$ cat config.mk
export PLATFORM = sky130hd
export DESIGN_NAME = master_apb_32
export DESIGN_NICKNAME = d
export VERILOG_FILES = /design/src/rtl/master_apb_32.sv
export SDC_FILE = /design/constraint.sdc
export NUM_CORES = 1
export LEC_CHECK = 0
export ABC_CLOCK_PERIOD_IN_PS = 10910
export CAP_MARGIN = 20
export CORE_ASPECT_RATIO = 1.4
export CORE_MARGIN = 3
export CORE_UTILIZATION = 45
export DETAILED_ROUTE_END_ITERATION = 12
export PLACE_DENSITY = 0.92
export SYNTH_ARGS = -nofsm -noshare
export SYNTH_HDL_FRONTEND = slang
export SYNTH_SLANG_ARGS = --single-unit
$ cat constraint.sdc
create_clock -name i_pclk -period 10.91 [get_ports i_pclk]
set_input_delay 1.091 -clock i_pclk [delete_from_list [all_inputs] [get_ports i_pclk]]
set_output_delay 1.091 -clock i_pclk [all_outputs]
set_load 0.05 [all_outputs]
$ cat src/rtl/master_apb_32.sv
// APB4 requester: turns one valid/ready command into a single SETUP/ACCESS
// transfer and returns the result on a valid/ready response channel.
// Every output comes straight from a register. A wait-state counter aborts
// the ACCESS phase if the slave never answers.
module master_apb_32 #(
    parameter int P_ADDR_W   = 32,
    parameter int P_TIMEOUT  = 256,
    parameter int P_TO_CNT_W = 9
) (
    input  logic                i_pclk,
    input  logic                i_preset,
    input  logic                i_cmd_valid,
    output logic                o_cmd_ready,
    input  logic [P_ADDR_W-1:0] i_cmd_addr,
    input  logic                i_cmd_write,
    input  logic [31:0]         i_cmd_wdata,
    input  logic [3:0]          i_cmd_strb,
    input  logic [2:0]          i_cmd_prot,
    output logic                o_rsp_valid,
    input  logic                i_rsp_ready,
    output logic [31:0]         o_rsp_rdata,
    output logic                o_rsp_err,
    output logic                o_rsp_timeout,
    output logic                o_psel,
    output logic                o_penable,
    output logic [P_ADDR_W-1:0] o_paddr,
    output logic                o_pwrite,
    output logic [31:0]         o_pwdata,
    output logic [2:0]          o_pprot,
    output logic [3:0]          o_pstrb,
    input  logic [31:0]         i_prdata,
    input  logic                i_pready,
    input  logic                i_pslverr
);

    typedef enum logic [1:0] {
        ST_IDLE,
        ST_SETUP,
        ST_ACCESS,
        ST_RESP
    } state_t;

    // A zero timeout disables the abort path entirely.
    localparam logic                  TO_EN   = (P_TIMEOUT != 0);
    localparam logic [P_TO_CNT_W-1:0] TO_LAST = P_TO_CNT_W'(TO_EN ? P_TIMEOUT - 1 : 0);

    state_t                state_reg, state_next;
    logic                  cmd_ready_reg, cmd_ready_next;
    logic                  psel_reg, psel_next;
    logic                  penable_reg, penable_next;
    logic [P_ADDR_W-1:0]   paddr_reg, paddr_next;
    logic                  pwrite_reg, pwrite_next;
    logic [31:0]           pwdata_reg, pwdata_next;
    logic [2:0]            pprot_reg, pprot_next;
    logic [3:0]            pstrb_reg, pstrb_next;
    logic                  rsp_valid_reg, rsp_valid_next;
    logic [31:0]           rsp_rdata_reg, rsp_rdata_next;
    logic                  rsp_err_reg, rsp_err_next;
    logic                  rsp_timeout_reg, rsp_timeout_next;
    logic [P_TO_CNT_W-1:0] to_cnt_reg, to_cnt_next;
    logic [3:0]            strb_gated;

    // Reads never carry byte strobes on the bus.
    for (genvar gi = 0; gi < 4; gi++) begin : g_strb
        assign strb_gated[gi] = i_cmd_strb[gi] & i_cmd_write;
    end

    // Next-state and next-output decode; everything holds unless a state acts on it.
    always_comb begin
        state_next       = state_reg;
        cmd_ready_next   = cmd_ready_reg;
        psel_next        = psel_reg;
        penable_next     = penable_reg;
        paddr_next       = paddr_reg;
        pwrite_next      = pwrite_reg;
        pwdata_next      = pwdata_reg;
        pprot_next       = pprot_reg;
        pstrb_next       = pstrb_reg;
        rsp_valid_next   = rsp_valid_reg;
        rsp_rdata_next   = rsp_rdata_reg;
        rsp_err_next     = rsp_err_reg;
        rsp_timeout_next = rsp_timeout_reg;
        to_cnt_next      = to_cnt_reg;
        case (state_reg)
            ST_IDLE: begin
                cmd_ready_next = 1'b1;
                if (i_cmd_valid && cmd_ready_reg) begin
                    paddr_next     = i_cmd_addr;
                    pwrite_next    = i_cmd_write;
                    pwdata_next    = i_cmd_wdata;
                    pprot_next     = i_cmd_prot;
                    pstrb_next     = strb_gated;
                    psel_next      = 1'b1;
                    penable_next   = 1'b0;
                    cmd_ready_next = 1'b0;
                    state_next     = ST_SETUP;
                end
            end
            ST_SETUP: begin
                penable_next = 1'b1;
                to_cnt_next  = '0;
                state_next   = ST_ACCESS;
            end
            ST_ACCESS: begin
                // A ready slave wins over a timeout landing in the same cycle.
                if (i_pready) begin
                    rsp_rdata_next   = pwrite_reg ? 32'h0 : i_prdata;
                    rsp_err_next     = i_pslverr;
                    rsp_timeout_next = 1'b0;
                    psel_next        = 1'b0;
                    penable_next     = 1'b0;
                    rsp_valid_next   = 1'b1;
                    state_next       = ST_RESP;
                end else if (TO_EN && (to_cnt_reg == TO_LAST)) begin
                    rsp_rdata_next   = 32'h0;
                    rsp_err_next     = 1'b1;
                    rsp_timeout_next = 1'b1;
                    psel_next        = 1'b0;
                    penable_next     = 1'b0;
                    rsp_valid_next   = 1'b1;
                    state_next       = ST_RESP;
                end else if (!(&to_cnt_reg)) begin
                    to_cnt_next = to_cnt_reg + 1'b1;
                end
            end
            ST_RESP: begin
                if (i_rsp_ready) begin
                    rsp_valid_next = 1'b0;
                    cmd_ready_next = 1'b1;
                    state_next     = ST_IDLE;
                end
            end
            default: begin
                state_next = ST_IDLE;
            end
        endcase
    end

    // State and output registers; reset kills any transfer in flight immediately.
    always_ff @(posedge i_pclk or posedge i_preset) begin
        if (i_preset) begin
            state_reg       <= ST_IDLE;
            cmd_ready_reg   <= 1'b1;
            psel_reg        <= 1'b0;
            penable_reg     <= 1'b0;
            paddr_reg       <= '0;
            pwrite_reg      <= 1'b0;
            pwdata_reg      <= 32'h0;
            pprot_reg       <= 3'h0;
            pstrb_reg       <= 4'h0;
            rsp_valid_reg   <= 1'b0;
            rsp_rdata_reg   <= 32'h0;
            rsp_err_reg     <= 1'b0;
            rsp_timeout_reg <= 1'b0;
            to_cnt_reg      <= '0;
        end else begin
            state_reg       <= state_next;
            cmd_ready_reg   <= cmd_ready_next;
            psel_reg        <= psel_next;
            penable_reg     <= penable_next;
            paddr_reg       <= paddr_next;
            pwrite_reg      <= pwrite_next;
            pwdata_reg      <= pwdata_next;
            pprot_reg       <= pprot_next;
            pstrb_reg       <= pstrb_next;
            rsp_valid_reg   <= rsp_valid_next;
            rsp_rdata_reg   <= rsp_rdata_next;
            rsp_err_reg     <= rsp_err_next;
            rsp_timeout_reg <= rsp_timeout_next;
            to_cnt_reg      <= to_cnt_next;
        end
    end

    assign o_cmd_ready   = cmd_ready_reg;
    assign o_psel        = psel_reg;
    assign o_penable     = penable_reg;
    assign o_paddr       = paddr_reg;
    assign o_pwrite      = pwrite_reg;
    assign o_pwdata      = pwdata_reg;
    assign o_pprot       = pprot_reg;
    assign o_pstrb       = pstrb_reg;
    assign o_rsp_valid   = rsp_valid_reg;
    assign o_rsp_rdata   = rsp_rdata_reg;
    assign o_rsp_err     = rsp_err_reg;
    assign o_rsp_timeout = rsp_timeout_reg;

endmodule

======== Word-level counts from Yosys, hierarchy flattened ========
Index checks and enable logic that the tools add are counted.
cells by class
  add/subtract/negate cells ............... 1
  equal/unequal tests ..................... 10
  mux-type cells .......................... 27
  bitwise operators ....................... 4
  reductions and logical operators ........ 17
operator list
  kind                                                                   number
  32-bit 2-to-1 mux                                                      3
  9-bit 2-to-1 mux                                                       3
  9-bit case mux with 2 select lines                                     1
  3-bit AND reduction                                                    4
  1-bit 2-to-1 mux                                                       11
  2-bit != test, second input constant                                   5
  2-bit nonzero test                                                     5
  9-bit by 1-bit adder with 9-bit output, second input constant          1
  9-bit by 8-bit equality test with 1-bit output, second input constant  1
  9-bit AND reduction                                                    1
  2-bit 2-to-1 mux                                                       4
  2-bit case mux with 4 select lines                                     1
  1-bit case mux with 2 select lines                                     3
  2-bit AND reduction                                                    3
  1-bit AND                                                              4
  2-bit equality test, second input constant                             2
  4-bit AND reduction                                                    1
  3-bit != test, second input constant                                   1
  1-bit case mux with 3 select lines                                     1
  3-bit nonzero test                                                     1
  2-bit by 1-bit equality test with 1-bit output, second input constant  1
  2-bit zero test                                                        1
  1-bit logical AND                                                      1
word-level totals
  bits in registers ....................... 121
  output and inout port bits .............. 110

======== Longest topological paths before layout ========
Gate-level depths: netlist (run 1).
  word-level depth ........................ 5
  depth in mapped cells ................... 9
  depth with buffers taken out ............ 7

======== Worst setup path before layout (run 1) ========
OpenSTA, ideal clock, no wires.
  kind .................................... in2reg
  from .................................... input i_pready
  to ...................................... register to_cnt_reg[5]
  arrival ................................. 2.366 ns
  slack ................................... 8.467 ns
  stages on the path ...................... 4
  cell sequence ........................... or4b_1 > buf_2 > or4_1 > a21oi_1
between the ends
  longest elaborated chain between the ends .. 2
ends and longest elaborated chain
  what                                  RTL line  text
  from (decl)                           32        input logic i_pready,
  2-bit != test (no source line)        -
  4-bit AND reduction (no source line)  -
  to (signal assigned)                  170       to_cnt_reg <= to_cnt_next;
  to (decl)                             60        logic [P_TO_CNT_W-1:0] to_cnt_reg, to_cnt_next;
No other way between the ends.
A chain may end at the register's enable or synchronous reset.

======== Worst setup path after layout (run 1) ========
Same ends and word-level chain as after synthesis.

==> impl_metrics.toml, run 1 <==
[run_status]
status = "finished clean"

[critical_path]
crit_type = "in2reg"
crit_fanout = 18
crit_arrival_ps = 3270
cp-start-kind = "input pin"
worst_setup_path_end_kind = "flop"
cp.required_ps = 11220

[timing]
slew_headroom_pct = 43.3
fin_crit_sh_pct = 27.1
tns_ps = 0
rsz0062_at_grt = "false"
fin_crit_ps = 2960
tightest_slew_ps = 850
fin_ws_ps = 7950
finalSetupViolCount = 0
hold_violations = 0
fmax_mhz = 338
fin_skew_ps = 7.15
maxSlewViolCount = 0

[clock_tree]
clkSinkCount = 121
clk_pin_slew_worst_paths_ps = 50
tritoncts = "done"
post_cts_buffers = 0
cts_hold_buffers = 0
clk_latency_ps = 400
root_buffer = "clkbuf_16"
h-tree-depth = 4
cts_inserted_buffers = 17
clk_path_buf_depth = 2
ctsResizeCount = 0

[power_and_ir_drop]
seq_power_share_pct = 26.5
p_clk_share_pct = 20.3
switchingPower_uw = 1320
p_int_uw = 1610
power.density_nw_per_um2 = 374
swShare_pct = 45.1
p_leak_uw = 0.00332
ir_worst_vdd_v = 0.000164
p_comb_share_pct = 53.2

[grt]
overflow = 0
grt_max_degree = 78
first_global_vias = 4040
antenna_found_initial = 0
grt_pass1_wl_um = 20600
gr-usage-all-layers_pct = 22.6

[yosys]
synthCells = 396
synth_xor_area_share_pct = 0
syn-num-nets = 514
synth_compound_area_share_pct = 7.45
yosys_warnings = 0
synth-seq-cells = 121
synth-simple-area-share_pct = 8.57
synth_top_cell_area_share_pct = 62.3
seq_area_frac_synth_pct = 62.9
synth_area_um2 = 4820
synth_fa_ha_area_share_pct = 2.08
postSynthAreaPerCell_um2 = 12.2
synth_top_family_by_area = "multiplexers"
synthMuxAreaShare_pct = 16.6
synth_area_leaders = "dfrtp_1, mux2_2, nand2_1"
synth_area_leader_cell = "dfrtp_1"
synthDistinctLibCells = 30

[floorplan]
row_count = 44
die-area_um2 = 12000
die_w_um = 93.5
fp.dieH_um = 128
core_area_um2 = 10400
io_pins = 220
start_util_pct = 46.3

[route]
vias = 3874
drt_iter0_drc = 147
routedWlPerCell_um = 17.6
antenna_left = 0
drt-total-wl_um = 13500
first_pass_iters = 4
vias_per_cell = 5.05
drc = 0

[finish]
syn2layout_area_growth_pct = 62.1
antennaDiodeCount = 0
final_nets = 734
final_area_um2 = 7820
fin_util_pct = 75.1
layout-drive-gt1-share_pct = 17.3

[placed_design]
place_area_um2 = 7160
io_buffers = 219
place_ws_ps = 7560
routabilityCongestion = 0.808
hpwl_um = 9900

[worst_hold_path]
hp-class = "reg2reg"

[flow_run]
cap_violations = 0
worst max-delay path, stage by stage:
cell and delay (ps):
clkdlybuf4s50_1 550, or4b_1 830, or4_1 610, a21oi_1 200
synth_stat cells:
| cell | count |
|---|---|
| dfstp_2 | 1 |
| or3_1 | 2 |
| nor2b_1 | 2 |
| a211oi_1 | 1 |
| nor2_1 | 4 |
| o21ai_1 | 40 |
| clkbuf_1 | 12 |
| mux2_2 | 68 |
| nand4_1 | 1 |
| or4b_1 | 1 |
| inv_1 | 9 |
| o21ai_0 | 8 |
| a21oi_1 | 8 |
| mux2_1 | 2 |
| ha_1 | 8 |
| a31oi_1 | 1 |
| mux2i_1 | 1 |
| nand2b_1 | 1 |
| buf_2 | 3 |
| a21boi_1 | 1 |
| nand3_1 | 7 |
| a221oi_1 | 1 |
| o41ai_1 | 1 |
| buf_1 | 7 |
| nand2_1 | 78 |
| or4_1 | 3 |
| o31ai_1 | 3 |
| o311ai_0 | 1 |
| dfrtp_1 | 120 |
| o311ai_1 | 1 |
routing by layer:
| metal | global-route usage [%] | routed length [um] |
|---|---|---|
| met3 | 5.85 | 725 |
| met2 | 41.5 | 7530 |
| met5 | 0 | 0 |
| met1 | 23.3 | 4700 |
| met4 | 11.6 | 529 |
kinds of logic after synthesis:
family	count (synthesis)
mux	71
flops	121
fa+ha+maj	8
compound gates	66
buf+inv	31
simple gates	99
power by group through the flow:
stage / logic (uW) / clock network, uW / registers (uW)
detailed placement: 1560 / 0 / 782
CTS: 1570 / 603 / 778
global placement: 1520 / 0 / 765
floorplan: 311 / 0 / 1470
finish: 1560 / 594 / 777
global route: 1620 / 623 / 801
layout make-up:
| class | instances | area, um^2 |
|---|---|---|
| Sequential cell | 121 | 3030 |
| Fill cell | 655 | 2590 |
| Timing Repair Buffer | 223 | 2240 |
| Multi-Input combinational cell | 244 | 1700 |
| Clock buffer | 20 | 467 |
| Tap cell | 138 | 173 |
| Clock inverter | 12 | 171 |
| Inverter | 9 | 36.3 |
cells in the final DEF (no fill, tap or decap), types with 3 or more instances in the layout:
cell,netlist,routed
clkdlybuf4s50_1,0,219
inv_1,9,8
nor2_1,4,4
nand3_1,7,6
dfrtp_1,120,120
or4_1,3,3
o21ai_1,40,39
mux2_2,68,68
a21oi_1,8,8
clkbuf_16,0,17
bufinv_16,0,4
o21ai_0,8,8
clkinvlp_4,0,3
o31ai_1,3,3
nand2_1,78,78
clkinv_2,0,4
ha_1,8,8
clkbuf_8,0,3
final timing paths:
path	from	to	slack [ps]	depth (start not counted)
worst max register to register	to_cnt_reg[0]	to_cnt_reg[5]	8170	7
worst min-delay path	o_rsp_rdata[31]	o_rsp_rdata[31]	490	2
worst min register to register	o_rsp_rdata[31]	o_rsp_rdata[31]	490	2
min in group asynchronous	i_preset	o_paddr[5]	1150	2
worst max-delay path	i_pready	to_cnt_reg[5]	7950	4
max in group asynchronous	i_preset	o_rsp_rdata[9]	8470	3
per-stage QoR:
stage                     hold WS [ps]  instances  power, uW
after floorplan                    454        396       1780
after global placement             468        733       2290
after detailed placement           474        734       2340
after CTS                          486        766       2950
after global routing               503        767       3050
final                              487        767       2930
Power figures use the tool's default switching activity.
==> run 2: changes to the inputs <==
==> config.mk (replaced) <==
export PLATFORM = sky130hd
export DESIGN_NAME = master_apb_32
export DESIGN_NICKNAME = d
export VERILOG_FILES = /design/src/rtl/master_apb_32.sv
export SDC_FILE = /design/constraint.sdc
export NUM_CORES = 1
export LEC_CHECK = 0
export ABC_CLOCK_PERIOD_IN_PS = 2550
export CAP_MARGIN = 20
export CORE_ASPECT_RATIO = 1.4
export CORE_MARGIN = 3
export CORE_UTILIZATION = 37
export DETAILED_ROUTE_END_ITERATION = 12
export PLACE_DENSITY = 0.82
export SYNTH_ARGS = -nofsm -noshare
export SYNTH_HDL_FRONTEND = slang
export SYNTH_SLANG_ARGS = --single-unit
==> constraint.sdc (replaced) <==
create_clock -name i_pclk -period 2.55 [get_ports i_pclk]
set_input_delay 0.255 -clock i_pclk [delete_from_list [all_inputs] [get_ports i_pclk]]
set_output_delay 0.255 -clock i_pclk [all_outputs]
set_load 0.05 [all_outputs]
==> run 2 against run 1 <==
Effect of this change: clock power grew to 4.3 times the previous value; worst hold slack worse by 110 ps; clock-buffer cell count is 1 higher; cell count is 2.2% higher; via count is 0.70% lower; sequential cell count stayed put; critical path type is now reg2reg.
==> impl_metrics.toml, run 2 (synthesis results as in run 1) <==
[finish]
final_nets = 739
seqCellArea_um2 = 3030
fin_util_pct = 62.9
fillers = 957
syn2layout_area_growth_pct = 63.7
antennaDiodeCount = 0
multi_input_area_um2 = 1700
final_area_um2 = 7890
layout_commonest_cell = "clkdlybuf4s50_1"
layout-drive-gt1-share_pct = 18.0
stdcell_count = 784
final_cell_mix = "clkdlybuf4s50_1, dfrtp_1, nand2_1, mux2_2, o21ai_1"

[timing]
slew_headroom_pct = 57.3
fin_crit_sh_pct = 93.8
fin_skew_ps = 9.79
tns_ps = 0
tightest_slew_ps = 640
hold_violations = 0
rsz0062_at_grt = "false"
fmax_mhz = 418
maxSlewViolCount = 0
fin_crit_ps = 2390
finalSetupViolCount = 0

[clock_tree]
post_cts_buffers = 0
cts_inserted_buffers = 17
clk_path_buf_depth = 2
root_buffer = "clkbuf_16"
h-tree-depth = 4
clkSinkCount = 121
tritoncts = "done"
clk_pin_slew_worst_paths_ps = 50
clk_latency_ps = 400

[run_status]
status = "finished clean"

[floorplan]
core_area_um2 = 12600
die-area_um2 = 14500
die_w_um = 102
fp.dieH_um = 141
io_pins = 220
row_count = 48
start_util_pct = 38.4

[critical_path]
crit_type = "reg2reg"
crit_arrival_ps = 2720
cp-start-kind = "flop"
crit_fanout = 13
cp.required_ps = 2870
worst_setup_path_end_kind = "flop"

[route]
vias = 3847
vias_per_cell = 4.91
drc = 0
drt_iter0_drc = 83
routedWlPerCell_um = 16.4
first_pass_iters = 6
antenna_left = 0
drt-total-wl_um = 12900

[power_and_ir_drop]
p_leak_uw = 0.00334
power.density_nw_per_um2 = 1580
ir_worst_vdd_v = 0.000741

[placed_design]
hpwl_um = 9440
place_area_um2 = 7250
place_inst = 752
io_buffers = 219
routabilityCongestion = 0.759

[worst_hold_path]
hp-class = "in2async"

[grt]
grt_max_degree = 122
antenna_found_initial = 0
gr-usage-all-layers_pct = 18.3
overflow = 0
grt_pass1_wl_um = 20500
first_global_vias = 4165

[flow_run]
cap_violations = 0
-- run 2: worst max-delay path, cell delays in order (launching register included) --
cell	delay [ps]
dfrtp_1	400
ha_1	240
nand3_1	90
nor2_1	60
ha_1	210
or4b_4	610
or4_1	540
a21oi_1	170
-- run 2: path summary, 6_finish.rpt --
path,from,end,slack [ps],depth (start not counted)
worst max register to register,to_cnt_reg[0],to_cnt_reg[5],160,7
worst min register to register,o_rsp_rdata[24],o_rsp_rdata[24],480,2
min in group i_pclk,i_prdata[25],o_rsp_rdata[25],390,3
worst min-delay path,i_preset,o_pwdata[22],380,3
max in group asynchronous,i_preset,to_cnt_reg[7],1680,3
worst max-delay path,to_cnt_reg[0],to_cnt_reg[5],160,7
-- run 2: final cells by class --
type | count | area share, %
Tap cell | 150 | 2.38
Clock inverter | 11 | 2.14
Sequential cell | 121 | 38.4
Clock buffer | 21 | 5.96
Inverter | 9 | 0.476
Multi-Input combinational cell | 244 | 21.5
Timing Repair Buffer | 228 | 29.1
-- run 2: power breakdown --
part | internal, uW | leakage, uW | switching (uW)
Combinational | 2370 | 0.00153 | 4260
Sequential | 2820 | 0.00151 | 489
Clock | 1710 | 0.000301 | 844
-- run 2: per-layer routing --
metal	GRT usage (%)	wire, um	up-vias
li1	-	-	1801
met1	18.7	4420	1858
met2	33.4	7180	163
met3	5.40	905	25
met4	8.09	346	0
met5	0	0	-
-- run 2: repair_timing --
item	in CTS	in global routing
setup endpoints to repair	1	0
gates resized for setup	1	0
hold buffers	0	0
-- run 2: per-stage QoR --
step | worst slack, ps | hold WS, ps | power, uW
6_report | 158 | 377 | 12500
4_1_cts | 151 | 371 | 12600
3_3_place_gp | 136 | 468 | 9860
3_5_place_dp | 51.8 | 475 | 10000
5_1_grt | 44.6 | 380 | 13100
2_1_floorplan | 251 | 345 | 7620
